### src/rtl/mips_pkg.sv
// -----------------------------------------------------------------------------
// mips_pkg
// Purpose : Shared definitions for the MIPS control decoder and the program
//           writer. It holds the operation kinds, the core's opcode/funct map,
//           the instruction field positions and the writer FSM states.
// Ports   : none (package)
// -----------------------------------------------------------------------------
package mips_pkg;

    // Symbolic operation kinds fed to the writer. Codes 14 and 15 are unused.
    typedef enum logic [3:0] {
        OP_R     = 4'd0,
        OP_LW    = 4'd1,
        OP_SW    = 4'd2,
        OP_BEQ   = 4'd3,
        OP_BNE   = 4'd4,
        OP_ADDI  = 4'd5,
        OP_ADDIU = 4'd6,
        OP_ANDI  = 4'd7,
        OP_ORI   = 4'd8,
        OP_ANDIU = 4'd9,
        OP_ORIU  = 4'd10,
        OP_SLTI  = 4'd11,
        OP_SLTIU = 4'd12,
        OP_J     = 4'd13
    } op_kind_t;

    // Writer FSM states
    typedef enum logic [1:0] {
        ST_IDLE = 2'd0,
        ST_LOAD = 2'd1,
        ST_DONE = 2'd2
    } wr_state_t;

    // Core opcode map. SLTI shares its opcode with LW in this core.
    localparam logic [5:0] OPC_R     = 6'b000000;
    localparam logic [5:0] OPC_J     = 6'b000001;
    localparam logic [5:0] OPC_LW    = 6'b100011;
    localparam logic [5:0] OPC_SW    = 6'b101011;
    localparam logic [5:0] OPC_BEQ   = 6'b000100;
    localparam logic [5:0] OPC_BNE   = 6'b000101;
    localparam logic [5:0] OPC_ADDI  = 6'b001000;
    localparam logic [5:0] OPC_ADDIU = 6'b001001;
    localparam logic [5:0] OPC_ANDI  = 6'b100101;
    localparam logic [5:0] OPC_ORI   = 6'b100111;
    localparam logic [5:0] OPC_ANDIU = 6'b100100;
    localparam logic [5:0] OPC_ORIU  = 6'b100110;
    localparam logic [5:0] OPC_SLTI  = 6'b100011;
    localparam logic [5:0] OPC_SLTIU = 6'b100010;

    // R-type function codes (ALUCtrl in the decoder)
    localparam logic [5:0] FUNCT_ADD = 6'b100000;
    localparam logic [5:0] FUNCT_SUB = 6'b100010;
    localparam logic [5:0] FUNCT_AND = 6'b100100;
    localparam logic [5:0] FUNCT_OR  = 6'b100101;
    localparam logic [5:0] FUNCT_SLT = 6'b101010;

    // Instruction field positions
    localparam int OPC_LSB    = 26;
    localparam int OPC_W      = 6;
    localparam int RS_LSB     = 21;
    localparam int RT_LSB     = 16;
    localparam int RD_LSB     = 11;
    localparam int REG_W      = 5;
    localparam int FUNCT_LSB  = 0;
    localparam int FUNCT_W    = 6;
    localparam int IMM_LSB    = 0;
    localparam int IMM_W      = 16;
    localparam int TARGET_LSB = 0;
    localparam int TARGET_W   = 26;

    // Opcode for the I-type kinds; 0 for anything that is not I-type.
    function automatic logic [5:0] itype_opc(input logic [3:0] kind);
        case (kind)
            OP_LW:    return OPC_LW;
            OP_SW:    return OPC_SW;
            OP_BEQ:   return OPC_BEQ;
            OP_BNE:   return OPC_BNE;
            OP_ADDI:  return OPC_ADDI;
            OP_ADDIU: return OPC_ADDIU;
            OP_ANDI:  return OPC_ANDI;
            OP_ORI:   return OPC_ORI;
            OP_ANDIU: return OPC_ANDIU;
            OP_ORIU:  return OPC_ORIU;
            OP_SLTI:  return OPC_SLTI;
            OP_SLTIU: return OPC_SLTIU;
            default:  return 6'b000000;
        endcase
    endfunction

endpackage

### src/rtl/mips_instr_pack.sv
// -----------------------------------------------------------------------------
// mips_instr_pack
// Purpose : Purely combinational encoder from a symbolic operation to a 32-bit
//           instruction word in the core's opcode map.
// Config  : MIPS_PROG_WRITER_CHECK_EN - when defined, kinds 14/15 and SLTI are
//           flagged illegal; otherwise o_illegal is always 0.
// Ports   : i_kind    [3:0]  operation kind (op_kind_t code)
//           i_rs/i_rt/i_rd   register fields
//           i_funct   [5:0]  R-type function code
//           i_imm     [15:0] I-type immediate
//           i_target  [25:0] J-type target
//           o_word    [31:0] encoded instruction
//           o_illegal        operation must not be written
// -----------------------------------------------------------------------------
module mips_instr_pack
    import mips_pkg::*;
(
    input  logic [3:0]  i_kind,
    input  logic [4:0]  i_rs,
    input  logic [4:0]  i_rt,
    input  logic [4:0]  i_rd,
    input  logic [5:0]  i_funct,
    input  logic [15:0] i_imm,
    input  logic [25:0] i_target,
    output logic [31:0] o_word,
    output logic        o_illegal
);

    always_comb begin
        o_word    = '0;
        o_illegal = 1'b0;
        case (i_kind)
            OP_R: begin
                o_word[OPC_LSB +: OPC_W]     = OPC_R;
                o_word[RS_LSB +: REG_W]      = i_rs;
                o_word[RT_LSB +: REG_W]      = i_rt;
                o_word[RD_LSB +: REG_W]      = i_rd;
                o_word[FUNCT_LSB +: FUNCT_W] = i_funct;
            end
            OP_J: begin
                o_word[OPC_LSB +: OPC_W]       = OPC_J;
                o_word[TARGET_LSB +: TARGET_W] = i_target;
            end
            OP_LW, OP_SW, OP_BEQ, OP_BNE, OP_ADDI, OP_ADDIU, OP_ANDI,
            OP_ORI, OP_ANDIU, OP_ORIU, OP_SLTI, OP_SLTIU: begin
                o_word[OPC_LSB +: OPC_W] = itype_opc(i_kind);
                o_word[RS_LSB +: REG_W]  = i_rs;
                o_word[RT_LSB +: REG_W]  = i_rt;
                o_word[IMM_LSB +: IMM_W] = i_imm;
`ifdef MIPS_PROG_WRITER_CHECK_EN
                // SLTI would decode as LW in the core, so refuse to emit it
                if (i_kind == OP_SLTI) o_illegal = 1'b1;
`endif
            end
            default: begin
                // unused kinds leave the word at zero
`ifdef MIPS_PROG_WRITER_CHECK_EN
                o_illegal = 1'b1;
`endif
            end
        endcase
    end

endmodule

### src/rtl/mips_prog_writer.sv
// -----------------------------------------------------------------------------
// mips_prog_writer
// Purpose : Turns a stream of symbolic operations into MIPS instruction words
//           and writes them sequentially into the imem write port. One
//           registered encode stage; one word per cycle.
// Config  : MIPS_PROG_WRITER_CHECK_EN - enables illegal-op detection (err).
// Ports   : clk, rst_n (async active-low)
//           start/base_addr/count         job launch (ignored while busy)
//           op_valid/op_ready             operation handshake
//           op_kind/op_rs/op_rt/op_rd/op_funct/op_imm/op_target  operation
//           imem_we/imem_addr/imem_wdata  imem write port
//           busy, done, err, written      job status
// -----------------------------------------------------------------------------
module mips_prog_writer
    import mips_pkg::*;
#(
    parameter int ADDR_W = 10,
    parameter int CNT_W  = 8
) (
    input  logic              clk,
    input  logic              rst_n,
    input  logic              start,
    input  logic [ADDR_W-1:0] base_addr,
    input  logic [CNT_W-1:0]  count,
    input  logic              op_valid,
    output logic              op_ready,
    input  logic [3:0]        op_kind,
    input  logic [4:0]        op_rs,
    input  logic [4:0]        op_rt,
    input  logic [4:0]        op_rd,
    input  logic [5:0]        op_funct,
    input  logic [15:0]       op_imm,
    input  logic [25:0]       op_target,
    output logic              imem_we,
    output logic [ADDR_W-1:0] imem_addr,
    output logic [31:0]       imem_wdata,
    output logic              busy,
    output logic              done,
    output logic              err,
    output logic [CNT_W-1:0]  written
);

    wr_state_t         r_state;
    wr_state_t         w_state_nxt;
    logic [CNT_W-1:0]  r_remaining;
    logic [CNT_W-1:0]  r_written;
    logic [ADDR_W-1:0] r_next_addr;
    logic [ADDR_W-1:0] r_addr_p1;
    logic [31:0]       r_word_p1;
    logic              r_vld_p1;

    logic [31:0]       w_word;
    logic              w_illegal;
    logic              w_xfer;
    logic              w_write;
    logic              w_start_ok;

    mips_instr_pack u_pack (
        .i_kind    (op_kind),
        .i_rs      (op_rs),
        .i_rt      (op_rt),
        .i_rd      (op_rd),
        .i_funct   (op_funct),
        .i_imm     (op_imm),
        .i_target  (op_target),
        .o_word    (w_word),
        .o_illegal (w_illegal)
    );

    assign w_start_ok = start && (r_state == ST_IDLE);
    assign w_xfer     = op_valid && op_ready;
    assign w_write    = w_xfer && !w_illegal;

    // Next state and status outputs
    always_comb begin
        w_state_nxt = r_state;
        op_ready    = 1'b0;
        busy        = 1'b0;
        done        = 1'b0;
        case (r_state)
            ST_IDLE: begin
                if (start) w_state_nxt = (count == '0) ? ST_DONE : ST_LOAD;
            end
            ST_LOAD: begin
                busy     = 1'b1;
                op_ready = (r_remaining != '0);
                if (w_xfer && (r_remaining == CNT_W'(1))) w_state_nxt = ST_DONE;
            end
            ST_DONE: begin
                busy        = 1'b1;
                done        = 1'b1;
                w_state_nxt = ST_IDLE;
            end
            default: w_state_nxt = ST_IDLE;
        endcase
    end

    always_ff @(posedge clk or negedge rst_n) begin
        if (!rst_n) begin
            r_state     <= ST_IDLE;
            r_remaining <= '0;
            r_written   <= '0;
            r_next_addr <= '0;
            r_addr_p1   <= '0;
            r_word_p1   <= '0;
            r_vld_p1    <= 1'b0;
        end else begin
            r_state  <= w_state_nxt;
            // Stage p1: registered encode, write strobe one cycle after accept
            r_vld_p1 <= w_write;
            if (w_write) begin
                r_addr_p1   <= r_next_addr;
                r_word_p1   <= w_word;
                r_next_addr <= r_next_addr + ADDR_W'(4);
                // counted at the same edge the strobe rises so it tracks imem_we
                r_written   <= r_written + CNT_W'(1);
            end
            // illegal ops still consume a slot of the job
            if (w_xfer) r_remaining <= r_remaining - CNT_W'(1);
            // start is only honoured in IDLE, where no transfer can happen
            if (w_start_ok) begin
                r_next_addr <= base_addr & ~ADDR_W'(3);
                r_remaining <= count;
                r_written   <= '0;
            end
        end
    end

`ifdef MIPS_PROG_WRITER_CHECK_EN
    logic r_err;

    always_ff @(posedge clk or negedge rst_n) begin
        if (!rst_n)                   r_err <= 1'b0;
        else if (w_start_ok)          r_err <= 1'b0;
        else if (w_xfer && w_illegal) r_err <= 1'b1;
    end

    assign err = r_err;
`else
    assign err = 1'b0;
`endif

    assign imem_we    = r_vld_p1;
    assign imem_addr  = r_addr_p1;
    assign imem_wdata = r_word_p1;
    assign written    = r_written;

endmodule

### config.mk
export PLATFORM = sky130hd
export DESIGN_NAME = mips_prog_writer
export DESIGN_NICKNAME = d
export VERILOG_FILES = /design/src/rtl/mips_pkg.sv /design/src/rtl/mips_instr_pack.sv /design/src/rtl/mips_prog_writer.sv
export SDC_FILE = /design/constraint.sdc
export NUM_CORES = 1
export LEC_CHECK = 0
export ABC_CLOCK_PERIOD_IN_PS = 2680
export CORE_MARGIN = 2
export CORE_UTILIZATION = 44
export CTS_BUF_LIST = sky130_fd_sc_hd__clkbuf_4 sky130_fd_sc_hd__clkbuf_8 sky130_fd_sc_hd__clkbuf_16
export CTS_CLUSTER_DIAMETER = 30
export DETAILED_ROUTE_END_ITERATION = 6
export PLACE_DENSITY = 0.84
export SLEW_MARGIN = 20
export SYNTH_ARGS = -nofsm -noshare
export SYNTH_HDL_FRONTEND = slang
export SYNTH_SLANG_ARGS = --single-unit
export TNS_END_PERCENT = 5
### constraint.sdc
create_clock -name clk -period 2.68 [get_ports clk]
set_input_delay 0.804 -clock clk [delete_from_list [all_inputs] [get_ports clk]]
set_output_delay 0.804 -clock clk [all_outputs]
set_load 0.01 [all_outputs]
Word-level counts from Yosys, hierarchy flattened:

Memories as Yosys holds them, arrays and structs flattened.
Cells that the tools add are included.

* muxes and demuxes: 16
* $add $sub $neg: 3
* reduce and logical (&&, ||, !) cells: 11
* equality and inequality tests: 18

Operator list (number)
* 21-bit one-hot mux with 3 select lines: 1
* 8-bit two-way mux: 4
* 4-bit equality test, second input constant: 6
* 10-bit two-way mux: 2
* 6-bit one-hot mux with 3 select lines: 1
* 4-bit by 3-bit equality test with 1-bit output, second input constant: 4
* 12-bit OR reduction: 1
* 10-bit by 3-bit adder with 10-bit output, second input constant: 1
* 5-bit one-hot mux with 2 select lines: 1
* 8-bit by 1-bit adder with 8-bit output, second input constant: 1
* 4-bit by 2-bit equality test with 1-bit output, second input constant: 2
* 8-bit by 1-bit equality test with 1-bit output, second input constant: 1
* 8-bit zero test: 1
* 8-bit nonzero test: 1
* 8-bit by 1-bit subtractor with 8-bit output, second input constant: 1
* 2-bit two-way mux: 3
* 4-bit by 1-bit equality test with 1-bit output, second input constant: 1
* 4-bit zero test: 1
* 2-bit inequality test, second input constant: 2
* 2-bit one-hot mux with 2 select lines: 1
* 1-bit logical AND: 3
* 1-bit two-way mux: 3
* 2-bit by 1-bit equality test with 1-bit output, second input constant: 1
* 2-bit equality test, second input constant: 1
* other kinds (4): 4

* input bits: 89
* word-level logic and storage cells: 56
* memories kept: 1
* bits in read-only memories: 80
* output and inout port bits: 55
* register bits: 71

Memories
* (no name shown): words 16, bits a word 5, rd ports 1, clocked after Yosys merged registers in 0, write ports 0, line mips_pkg.sv:74 `case (kind)`

Depth between registers and ports, before layout:

Gate-level depths: netlist (run 1).

* depth in word-level cells: 6
* depth in mapped cells: 9
* depth with buffers taken out: 7

Hierarchy:

Synthesis (run 1) repeated with hierarchy kept, for this count alone.

* cells, all modules: 434
* area total of the unflattened synthesis: 3823.7 µm²

Modules (own cells, without submodules)
* mips_prog_writer: area each 3211.8 µm², times used 1, cells an instance 354, sequential area each 1676.6 µm²
* mips_instr_pack: area each 611.8 µm², times used 1, cells an instance 80, sequential area each 0.0 µm²

Worst setup path after synthesis (run 1):

No wires, ideal clock.

* kind: input to register
* start: in op_kind[0]
* end: reg r_word_p1[23], in the netlist imem_wdata[23]
* setup slack: 0.401 ns
* setup time: 0.077 ns
* data arrival time: 2.202 ns
* data required time: 2.603 ns
* stages on the path: 7
* path buffers: 1
* cells stage by stage: inv_1 > ha_1 > nand2b_1 > a211oi_2 > clkbuf_1 > o31ai_1 > a21oi_1

* longest elaborated chain between the ends: 3
* elaborated cells on any way between the ends: 16
* classes of those cells: eq/ne: 13; mux: 1; reduce/logical: 2

RTL lines
* start: declaration: line mips_prog_writer.sv:27 `input logic [3:0] op_kind,`
* 4-bit by 1-bit equality test with 1-bit output, or another cell as far along: line mips_instr_pack.sv:32 `case (i_kind)`
* 12-bit OR reduction: line mips_instr_pack.sv:32
* 21-bit one-hot mux with 3 select lines *: line mips_instr_pack.sv:32
* end signal: assignment: line mips_prog_writer.sv:113 `r_word_p1 <= w_word;`
* end: declaration: line mips_prog_writer.sv:49 `logic [31:0] r_word_p1;`

Every way passes the cells marked *; elsewhere a longest branch is shown, timed or not.
A chain may end at the register's enable or synchronous reset.

Worst setup path after layout (run 1):

* start: reg r_remaining[1]
* end: out op_ready

* longest elaborated chain between the ends: 2

RTL lines
* start: declaration: line mips_prog_writer.sv:45 `logic [CNT_W-1:0] r_remaining;`
* start signal: assignment: line mips_prog_writer.sv:119 `if (w_xfer) r_remaining <= r_remaining - CNT_W'(1);`
* start signal: assignment: line mips_prog_writer.sv:123 `r_remaining <= count;`
* 8-bit nonzero test: line mips_prog_writer.sv:86 `op_ready = (r_remaining != '0);`
* 1-bit two-way mux: line mips_prog_writer.sv:80 `case (r_state)`
* end: declaration: line mips_prog_writer.sv:26 `output logic op_ready,`

Every way passes these cells.

==> results.env, run 1 <==
HOLDCRITPATHCLASS='primary input to async pin'
LAYOUT-AREA-OVERHEAD-VS-SYNTH_PCT=48.91
CAP_VIOLATIONS=0
DETAIL_ROUTE.ITER0.VIOLATIONS=185
ROUTING_USAGE_ON_MET1_PCT=32.21
ROUTABILITYCONGESTION=0.8717
GRT_USE_MET2_PCT=38.89
CP-START-KIND='register'
POST_ROUTE_CELLS_DRIVE_ABOVE_1_SHARE_PCT=10.21
DP_HPWL_UM=8203
WORSTREG2REGEND='r_remaining[1]$_DFFE_PN0P_'
CRIT_FAMILY='buffers and inverters'
IO_PINS=144
PORT_BUFFERS=137
SYNTH_EDF_COUNT=0
CRIT_CHAIN='inv_1, ha_2, nor3b_2, a21boi_0, dlygate4sd2_1'
NUM-NETS-FINAL=666
DIE_H_UM=96.10
HIGHEST_IR_DROP_SEEN_ON_VDD_V=0.0005531
CTS_TREE='built'
ANTENNA_CELLS=0
ANTENNA_FOUND_INITIAL=0
INITIAL_CELL_DENSITY_OF_THE_CORE_PCT=45.42
CLOCK_TRANSITION_AT_THE_REGISTER_CLOCK_PINS_ON_THE_WORST_SETUP_AND_HOLD_PATHS_AFTER_CTS_NS=0.08
SYN_INST=413
WL_PER_CELL_UM=16.87
SYNTHESIS.YOSYS.WARNINGS=0
REPORT.POWER.TOTAL_mW=5.071
WORSTPATHMAXFANOUT=4
TIGHTEST_SLEW_NS=0.6730
GRT_OVERFLOW=0
HTREEDEPTH=3
REPORT.FINAL.SLEW_VIOL_COUNT=0
TIMING.RR.START='r_remaining[1]$_DFFE_PN0P_'
COUNT_OF_FINAL_HOLD_CHECK_VIOLATIONS=0
PLACEMENTROWS=33
WORST_PATH_LARGEST_CELL_DELAY_NS=0.41
TYPE_OF_THE_SETUP_PATH_WITH_THE_LEAST_SLACK='register to output pin'
FIN_CRIT_SH_PCT=95.45
REGISTER_AREA_UM2=1652
FF2FF_SETUP_SLACK_NS=0.21
FLOORPLAN.DIE_AREA_UM2=9235
SETUP.WORST_PATH.END_CLASS='output pin'
GROUTE.LAYER.MET3.USAGE_PCT=3.759
CTS_MADE_BUFFERS=9
TOP_USAGE_LAYER='met2'
CTS_MAX_PATH_BUFFERS=2
DATA_REQUIRED_TIME_OF_THE_CRITICAL_PATH_NS=1.88
CTS_ROOT_BUFFER='clkbuf_8'
DETAIL_ROUTE.WIRELENGTH_UM=11350
RESULT_OF_THE_RUN='completed'
CLOCK_LATENCY_NS=0.35
DP_CELLS=655
DRT_DRC_VIOLATIONS_LEFT=0
SYNTHARSTFLOPSHARE_PCT=100.0
PLACE_AREA_UM2=5306
SYN-MEAN-INSTANCE-AREA_UM2=9.037
CRITICAL_PATH.N_BUFFERS_INVERTERS=2
FINALSETUPVIOLCOUNT=0
FINAL.MIN_CLOCK_PERIOD_NS=2.558
DIE_W_UM=96.10
FINAL_CELLS=673
WORST_CLOCK_SKEW_NS=0.01574
WORST-ENDPOINT-ARRIVAL_NS=1.75
YOSYS.CELL_TYPES.COUNT=51
CLKSINKCOUNT=66
CP_SLOWEST_CELL='dfrtp_1'
CORE_UM2=8217
SYNTH_SEQ_CELLS=66
FINAL_AREA_UM2=5558
SYNTH-MAIN-FF-CELL='dfrtp_1'
SLEW_LIMIT_HEADROOM_PCT=54.94
STARTPOINT='r_remaining[1]$_DFFE_PN0P_'
REG2REGPATHDEPTH=7
MAX_CLOCK_FREQ_GHz=0.3909
NUM-FILL-CELLS=632
DETAIL-ROUTE-ANTENNA-NETS=0
AVGVIACOUNTPERCELL=5.614
GRT_PASS1_VIAS=3532
MULTI_INPUT_COMB_AREA_UM2=1883
POWERDENSITY_nW_PER_UM2=912.4
CELLLEAKAGEPOWER_nW=2.289
PIN_COUNT_OF_THE_BIGGEST_NET_ENTERING_GLOBAL_ROUTING=27
RSZ0062_AT_GRT='no'
CTS.HOLD.BUFFERS_ADDED=0
PLACE_WS_NS=-0.1405
POST_SYNTH_INSTANCE_AREA_UM2=3732
GRT_FIRST_PASS_WIRELENGTH_UM=17240
ROUTED-VIA-COUNT=3778
FIRST_PASS_ITERS=4
FIN_WS_NS=0.1218
SYNTH-SEQ-AREA-SHARE_PCT=44.25
TRACK_USAGE_PCT=24.21
-- worst reg2reg max path, cell delays in order, from the launching register on --
cell	delay, ns
dfrtp_1	0.41
inv_1	0.12
ha_2	0.23
or3b_2	0.56
o21ai_4	0.44
inv_4	0.18
mux2i_1	0.15
mux2_2	0.26
-- report_power, final --
| part | internal [mW] | switching, mW | leakage [nW] |
|---|---|---|---|
| logic | 1.21 | 1.10 | 1.38 |
| clock network | 0.551 | 0.423 | 0.109 |
| registers | 1.44 | 0.340 | 0.797 |
| total | 3.20 | 1.87 | 2.29 |
-- how the worst max path moves through the flow --
| stage | depth (start not counted) | to | slack, ns |
|---|---|---|---|
| after floorplan | 7 | imem_wdata[23]$_DFFE_PN0P_ | 0.40 |
| after global placement | 6 | imem_wdata[0]$_DFFE_PN0P_ | -0.36 |
| after detailed placement | 8 | imem_wdata[24]$_DFFE_PN0P_ | -0.14 |
| after CTS | 7 | r_remaining[1]$_DFFE_PN0P_ | 0.09 |
| after global routing | 8 | imem_wdata[24]$_DFFE_PN0P_ | 0.0002 |
| final | 5 | op_ready | 0.12 |
-- per-layer routing --
metal	up-vias	routed length [um]
li1	1796	-
met3	29	502
met4	0	309
met2	144	5704
met5	-	0
met1	1809	4836
-- cell usage after synthesis, types with 2 or more instances --
cell type | number | share of area, %
dfrtp_1 | 66 | 44
nand2_1 | 51 | 5.1
a21oi_1 | 50 | 6.7
nor2_1 | 42 | 4.2
o21ai_0 | 28 | 3.8
o31ai_1 | 16 | 3.2
clkbuf_1 | 14 | 1.4
ha_1 | 14 | 4.7
a221oi_1 | 11 | 2.6
or4_1 | 10 | 2.0
inv_1 | 9 | 0.91
a31oi_1 | 8 | 1.3
xnor2_1 | 8 | 1.9
nand3_1 | 7 | 0.94
buf_6 | 6 | 1.8
mux2i_1 | 5 | 1.3
o211ai_1 | 5 | 1.0
buf_4 | 4 | 0.80
nand2b_1 | 4 | 0.67
o21ai_1 | 4 | 0.54
or3_1 | 4 | 0.67
xor2_1 | 4 | 0.94
buf_2 | 3 | 0.40
nor3b_1 | 3 | 0.60
nor4_1 | 3 | 0.50
a2111oi_0 | 2 | 0.47
a211oi_1 | 2 | 0.40
a21boi_0 | 2 | 0.40
and2_1 | 2 | 0.34
and3_1 | 2 | 0.34
buf_1 | 2 | 0.20
o41ai_1 | 2 | 0.47
or2_2 | 2 | 0.34
-- metrics by stage --
step / hold slack [ns] / TNS [ns] / utilization, %
after detailed placement: 0.4618 / -1.000 / 64.58
after global routing: 0.4704 / 0 / 67.64
after global placement: 0.4575 / -4.100 / 64.52
after CTS: 0.4502 / 0 / 67.50
final: 0.4391 / 0 / 67.64
after floorplan: 0.4529 / 0 / -
-- logic make-up (layout without fill, tap and decap cells) --
| family | after synthesis | in the layout | share of synthesized area [%] |
|---|---|---|---|
| flip-flops | 66 | 66 | 44.25 |
| XOR/XNOR | 12 | 12 | 2.816 |
| multiplexers | 6 | 6 | 1.643 |
| AND/OR/NAND/NOR | 134 | 134 | 16.53 |
| other | 1 | 4 | 0.1005 |
| buffers and inverters | 40 | 191 | 6.168 |
| AO/OA/AOI/OAI | 140 | 141 | 23.80 |
| adder cells (fa/ha/maj) | 14 | 14 | 4.693 |
-- final cells by class --
class,instances,share of cell area [%]
well taps,105,2.364
inverters,10,0.7204
multi-input cells,311,33.88
clock buffers,10,2.476
repair buffers,165,29.24
clock inverters,6,1.598
flip-flops and latches,66,29.72
-- sequential cells by signal (all words and copies together), names as in the netlist --
register / count
imem_addr: 8
imem_wdata: 31
imem_we: 1
r_next_addr: 8
r_remaining: 8
r_state: 2
written: 8
-- cells in the final DEF, fill, tap and decap left out, drive strengths merged, types with 2 or more instances in the layout --
master,netlist,routed
a221oi,11,11
clkinvlp,0,2
nor3b,3,3
or3,4,4
mux2i,5,5
and3,2,2
bufinv,0,2
a211oi,3,3
o41ai,3,3
a2111oi,2,2
xnor2,8,8
or4,10,10
o31ai,16,16
or2,2,2
o211ai,5,5
ha,14,14
inv,10,11
a31oi,8,8
a21boi,2,2
and2,2,2
nor2,42,42
clkdlybuf4s50,0,135
conb,1,4
nand2,51,51
clkbuf,14,10
a21oi,50,50
dfrtp,66,66
o21ai,34,35
xor2,4,4
nor4,3,3
nand2b,4,4
nand3,7,7
buf,16,29
-- repair_timing --
| action | in CTS | in global routing |
|---|---|---|
| pin swaps | 0 | 1 |
| gates resized for setup | 3 | 1 |
| cloned | 0 | 1 |
| buffers inserted | 1 | 0 |
| endpoints found under the setup margin | 4 | 27 |
(Power assumes the default switching activity.)
==> run 2: changes to the inputs <==
--- a/config.mk
+++ b/config.mk
@@ -5,14 +5,14 @@
 export SDC_FILE = /design/constraint.sdc
 export NUM_CORES = 1
 export LEC_CHECK = 0
+export ABC_AREA = 1
 export ABC_CLOCK_PERIOD_IN_PS = 2680
 export CORE_MARGIN = 2
-export CORE_UTILIZATION = 44
+export CORE_UTILIZATION = 46
 export CTS_BUF_LIST = sky130_fd_sc_hd__clkbuf_4 sky130_fd_sc_hd__clkbuf_8 sky130_fd_sc_hd__clkbuf_16
-export CTS_CLUSTER_DIAMETER = 30
+export CTS_CLUSTER_DIAMETER = 40
 export DETAILED_ROUTE_END_ITERATION = 6
-export PLACE_DENSITY = 0.84
-export SLEW_MARGIN = 20
+export PLACE_DENSITY = 0.86
 export SYNTH_ARGS = -nofsm -noshare
 export SYNTH_HDL_FRONTEND = slang
 export SYNTH_SLANG_ARGS = --single-unit
==> results.env, run 2 <==
CTS.REPAIR_TIMING.SETUP_BUFFER_COUNT=0  # was 1
DRT_DRC_VIOLATIONS_LEFT=0  # unchanged
NUM-NETS-FINAL=789  # was 666
SYNTH-SEQ-AREA-SHARE_PCT=40.92  # was 44.25%
LAYOUT-AREA-OVERHEAD-VS-SYNTH_PCT=42.10  # was 48.91%
FINAL.MIN_CLOCK_PERIOD_NS=2.402  # was 2.558 ns
WL_PER_CELL_UM=13.95  # was 16.87 um
RSZ0062_AT_GRT='no'  # unchanged
AVGVIACOUNTPERCELL=5.034  # was 5.614
WORST_HOLD_SLACK_NS=0.4686  # was 0.4391 ns
FINAL_SETUP_TNS_NS=0  # unchanged
SYNTHARSTFLOPSHARE_PCT=100.0  # unchanged
FIN_CRIT_SH_PCT=89.63  # was 95.45%
SETUP.WORST_PATH.END_CLASS='output pin'  # unchanged
PLACE_WS_NS=0.05608  # was -0.1405 ns
ROUTED-VIA-COUNT=4022  # was 3778
FLOORPLAN.DIE_AREA_UM2=9540  # was 9235 um^2
CTS_TREE='built'  # unchanged
MAX_CLOCK_FREQ_GHz=0.4163  # was 0.3909 GHz
SYN_INST=549  # was 413
FIRST_PASS_ITERS=5  # was 4
COUNT_OF_FINAL_HOLD_CHECK_VIOLATIONS=0  # unchanged
CAP_VIOLATIONS=0  # unchanged
DETAIL-ROUTE-ANTENNA-NETS=0  # unchanged
INITIAL_CELL_DENSITY_OF_THE_CORE_PCT=46.97  # was 45.42%
POWERDENSITY_nW_PER_UM2=898.2  # was 912.4 nW/um^2
SYNTHESIS.YOSYS.WARNINGS=0  # unchanged
SYNTH_EDF_COUNT=0  # unchanged
DETAIL_ROUTE.ITER0.VIOLATIONS=220  # was 185
SYNTH_TOP_AREA_SHARE_PCT=40.92  # was 44.25%
NETLIST_TOP_CELLS_AREA='dfrtp_1 (41%), nand2_1 (25%), nand3_1 (5.5%), ha_1 (4.3%), inv_1 (2.7%)'  # was dfrtp_1 (44%), a21oi_1 (6.7%), nand2_1 (5.1%), ha_1 (4.7%), nor2_1 (4.2%)
CLKSINKCOUNT=66  # unchanged
FINALSETUPVIOLCOUNT=0  # unchanged
REPORT.FINAL.SLEW_VIOL_COUNT=0  # unchanged
HTREEDEPTH=3  # unchanged
RESULT_OF_THE_RUN='completed'  # unchanged
HIGHEST_IR_DROP_SEEN_ON_VDD_V=0.0005056  # was 0.0005531 V
SYNTH_SEQ_CELLS=66  # unchanged
PLACEMENTROWS=34  # was 33
DATA_REQUIRED_TIME_OF_THE_CRITICAL_PATH_NS=1.88  # about the same
CP-START-KIND='register'  # unchanged
SYNTH.MOST_COMMON_CELL='nand2_1'  # was dfrtp_1
GRT_OVERFLOW=0  # unchanged
HOLDCRITPATHCLASS='primary input to async pin'  # unchanged
WORST_CLOCK_SKEW_NS=0.01294  # was 0.01574 ns
DP_CELLS=783  # was 655
YOSYS.CELL_TYPES.COUNT=33  # was 51
POST_SYNTH_INSTANCE_AREA_UM2=4036  # was 3732 um^2
IO_PINS=144  # unchanged
MOST-COMMON-LAYOUT-CELLS='nand2_1 (269), clkdlybuf4s50_1 (135), dfrtp_1 (66)'  # was clkdlybuf4s50_1 (135), dfrtp_1 (66), nand2_1 (51)
WORSTPATHMAXFANOUT=3  # was 4
WORST-ENDPOINT-ARRIVAL_NS=1.60  # was 1.75 ns
SYN-MEAN-INSTANCE-AREA_UM2=7.352  # was 9.037 um^2
TYPE_OF_THE_SETUP_PATH_WITH_THE_LEAST_SLACK='register to output pin'  # unchanged
ROUTABILITYCONGESTION=0.8890  # was 0.8717
DIE_W_UM=97.68  # was 96.10 um
CTS.HOLD.BUFFERS_ADDED=0  # unchanged
POST_ROUTE_CELLS_DRIVE_ABOVE_1_SHARE_PCT=8.683  # was 10.21%
POST_SYNTH_MOST_FREQUENT_CELLS='nand2_1 (269), dfrtp_1 (66), nand3_1 (44), inv_1 (29), nor2_1 (25)'  # was dfrtp_1 (66), nand2_1 (51), a21oi_1 (50), nor2_1 (42), o21ai_0 (28)
PIN_COUNT_OF_THE_BIGGEST_NET_ENTERING_GLOBAL_ROUTING=67  # was 27
FIN_WS_NS=0.2779  # was 0.1218 ns
CLOCK_LATENCY_NS=0.34  # was 0.35 ns
SYNTH_TOP_CELL_BY_AREA='dfrtp_1'  # unchanged
PORT_BUFFERS=137  # unchanged
CLOCK_TRANSITION_AT_THE_REGISTER_CLOCK_PINS_ON_THE_WORST_SETUP_AND_HOLD_PATHS_AFTER_CTS_NS=0.08  # about the same
CTS_MAX_PATH_BUFFERS=2  # unchanged
ANTENNA_FOUND_INITIAL=0  # unchanged
TRACK_USAGE_PCT=23.56  # was 24.21%
CTS_ROOT_BUFFER='clkbuf_8'  # unchanged
FINAL_CELLS=799  # was 673
CTS_MADE_BUFFERS=9  # unchanged
DIE_H_UM=97.68  # was 96.10 um
SYNTH-MAIN-FF-CELL='dfrtp_1'  # unchanged
GRT_PASS1_VIAS=4001  # was 3532
CORE_UM2=8593  # was 8217 um^2
DETAIL_ROUTE.WIRELENGTH_UM=11150  # was 11350 um
GRT_FIRST_PASS_WIRELENGTH_UM=18480  # was 17240 um
CELLLEAKAGEPOWER_nW=2.797  # was 2.289 nW
ANTENNA_CELLS=0  # unchanged
NUM-FILL-CELLS=686  # was 632
LARGEST_REGISTER_FFS=31  # unchanged
MOSTFREQUENTLAYOUTCELL='nand2_1'  # was clkdlybuf4s50_1
DP_HPWL_UM=8098  # was 8203 um
[run 2: cell count changes after synthesis, sizes merged, moves of 10 or more]
cell    before  now
a21oi       50    2
a221oi      11    0
clkbuf      14    3
inv         10   33
nand2       51  272
nand3        7   47
nor2        42   29
o21ai       34   23
o31ai       16    0
or4         10    0
[run 2: logic make-up after synthesis]
logic type      count (synthesis)  share of synthesized area (%)
compound gates                 33                          6.045
xor+xnor                       14                          3.038
fa+ha+maj                      14                          4.340
buf+inv                        61                          8.431
flops                          66                          40.92
other cells                     1                        0.09291
simple gates                  360                          37.14
[run 2: layer usage]
layer  part of all wire, %  track usage, %  vias up
met3                   6.6           5.180       13
met4                   1.4           6.090        0
met1                    41           29.05     1860
met2                    51           41.75      160
met5                     0               0        -
li1                      -               -     1989
[run 2: worst paths after layout]
check	from	end	slack [ns]	cells after the start
max	r_state[0]$_DFFE_PN0P_	busy	0.28	3
min	rst_n	r_remaining[7]$_DFFE_PN0P_	0.47	2
max reg2reg	r_remaining[0]$_DFFE_PN0P_	r_remaining[4]$_DFFE_PN0P_	0.75	8
min reg2reg	imem_wdata[13]$_DFFE_PN0P_	imem_wdata[13]$_DFFE_PN0P_	0.48	2
max in group asynchronous	rst_n	imem_wdata[18]$_DFFE_PN0P_	1.91	2
min in group clk	imem_wdata[13]$_DFFE_PN0P_	imem_wdata[13]$_DFFE_PN0P_	0.48	2
[run 2: report_power, final]
part	internal, mW	leakage [nW]	total [mW]	switching, mW
sequential	1.42	0.852	1.74	0.321
combinational	1.15	1.82	2.38	1.23
clock	0.632	0.120	1.03	0.401
total	3.19	2.80	5.15	1.96
[run 2: repair_timing]
item,CTS,global route
gates resized for setup,0,1
setup endpoints to repair,0,1
hold endpoints to repair,0,0
[run 2: area by class of cell]
| cell class | count | area (um^2) | area share (%) |
|---|---|---|---|
| multi-input combinational | 425 | 2056 | 35.84 |
| sequential | 66 | 1652 | 28.80 |
| timing repair buffer | 150 | 1516 | 26.44 |
| tap | 108 | 135.1 | 2.356 |
| clock buffer | 10 | 131.4 | 2.291 |
| inverter | 34 | 130.1 | 2.269 |
| clock inverter | 6 | 115.1 | 2.007 |
[run 2: worst max-delay path, cell delays in order, from the launching register on]
cell             delay [ns]
dfrtp_1                0.39
inv_1                  0.08
ha_1                   0.27
clkdlybuf4s50_1        0.53
[run 2: metrics by stage]
step	utilization [%]	total power, mW	instance area, um^2
after global placement	63.85	4.007	5487
after global routing	66.74	5.524	5736
after floorplan	-	3.041	4048
after CTS	66.72	5.179	5733
final	66.74	5.151	5736
after detailed placement	63.85	4.124	5487
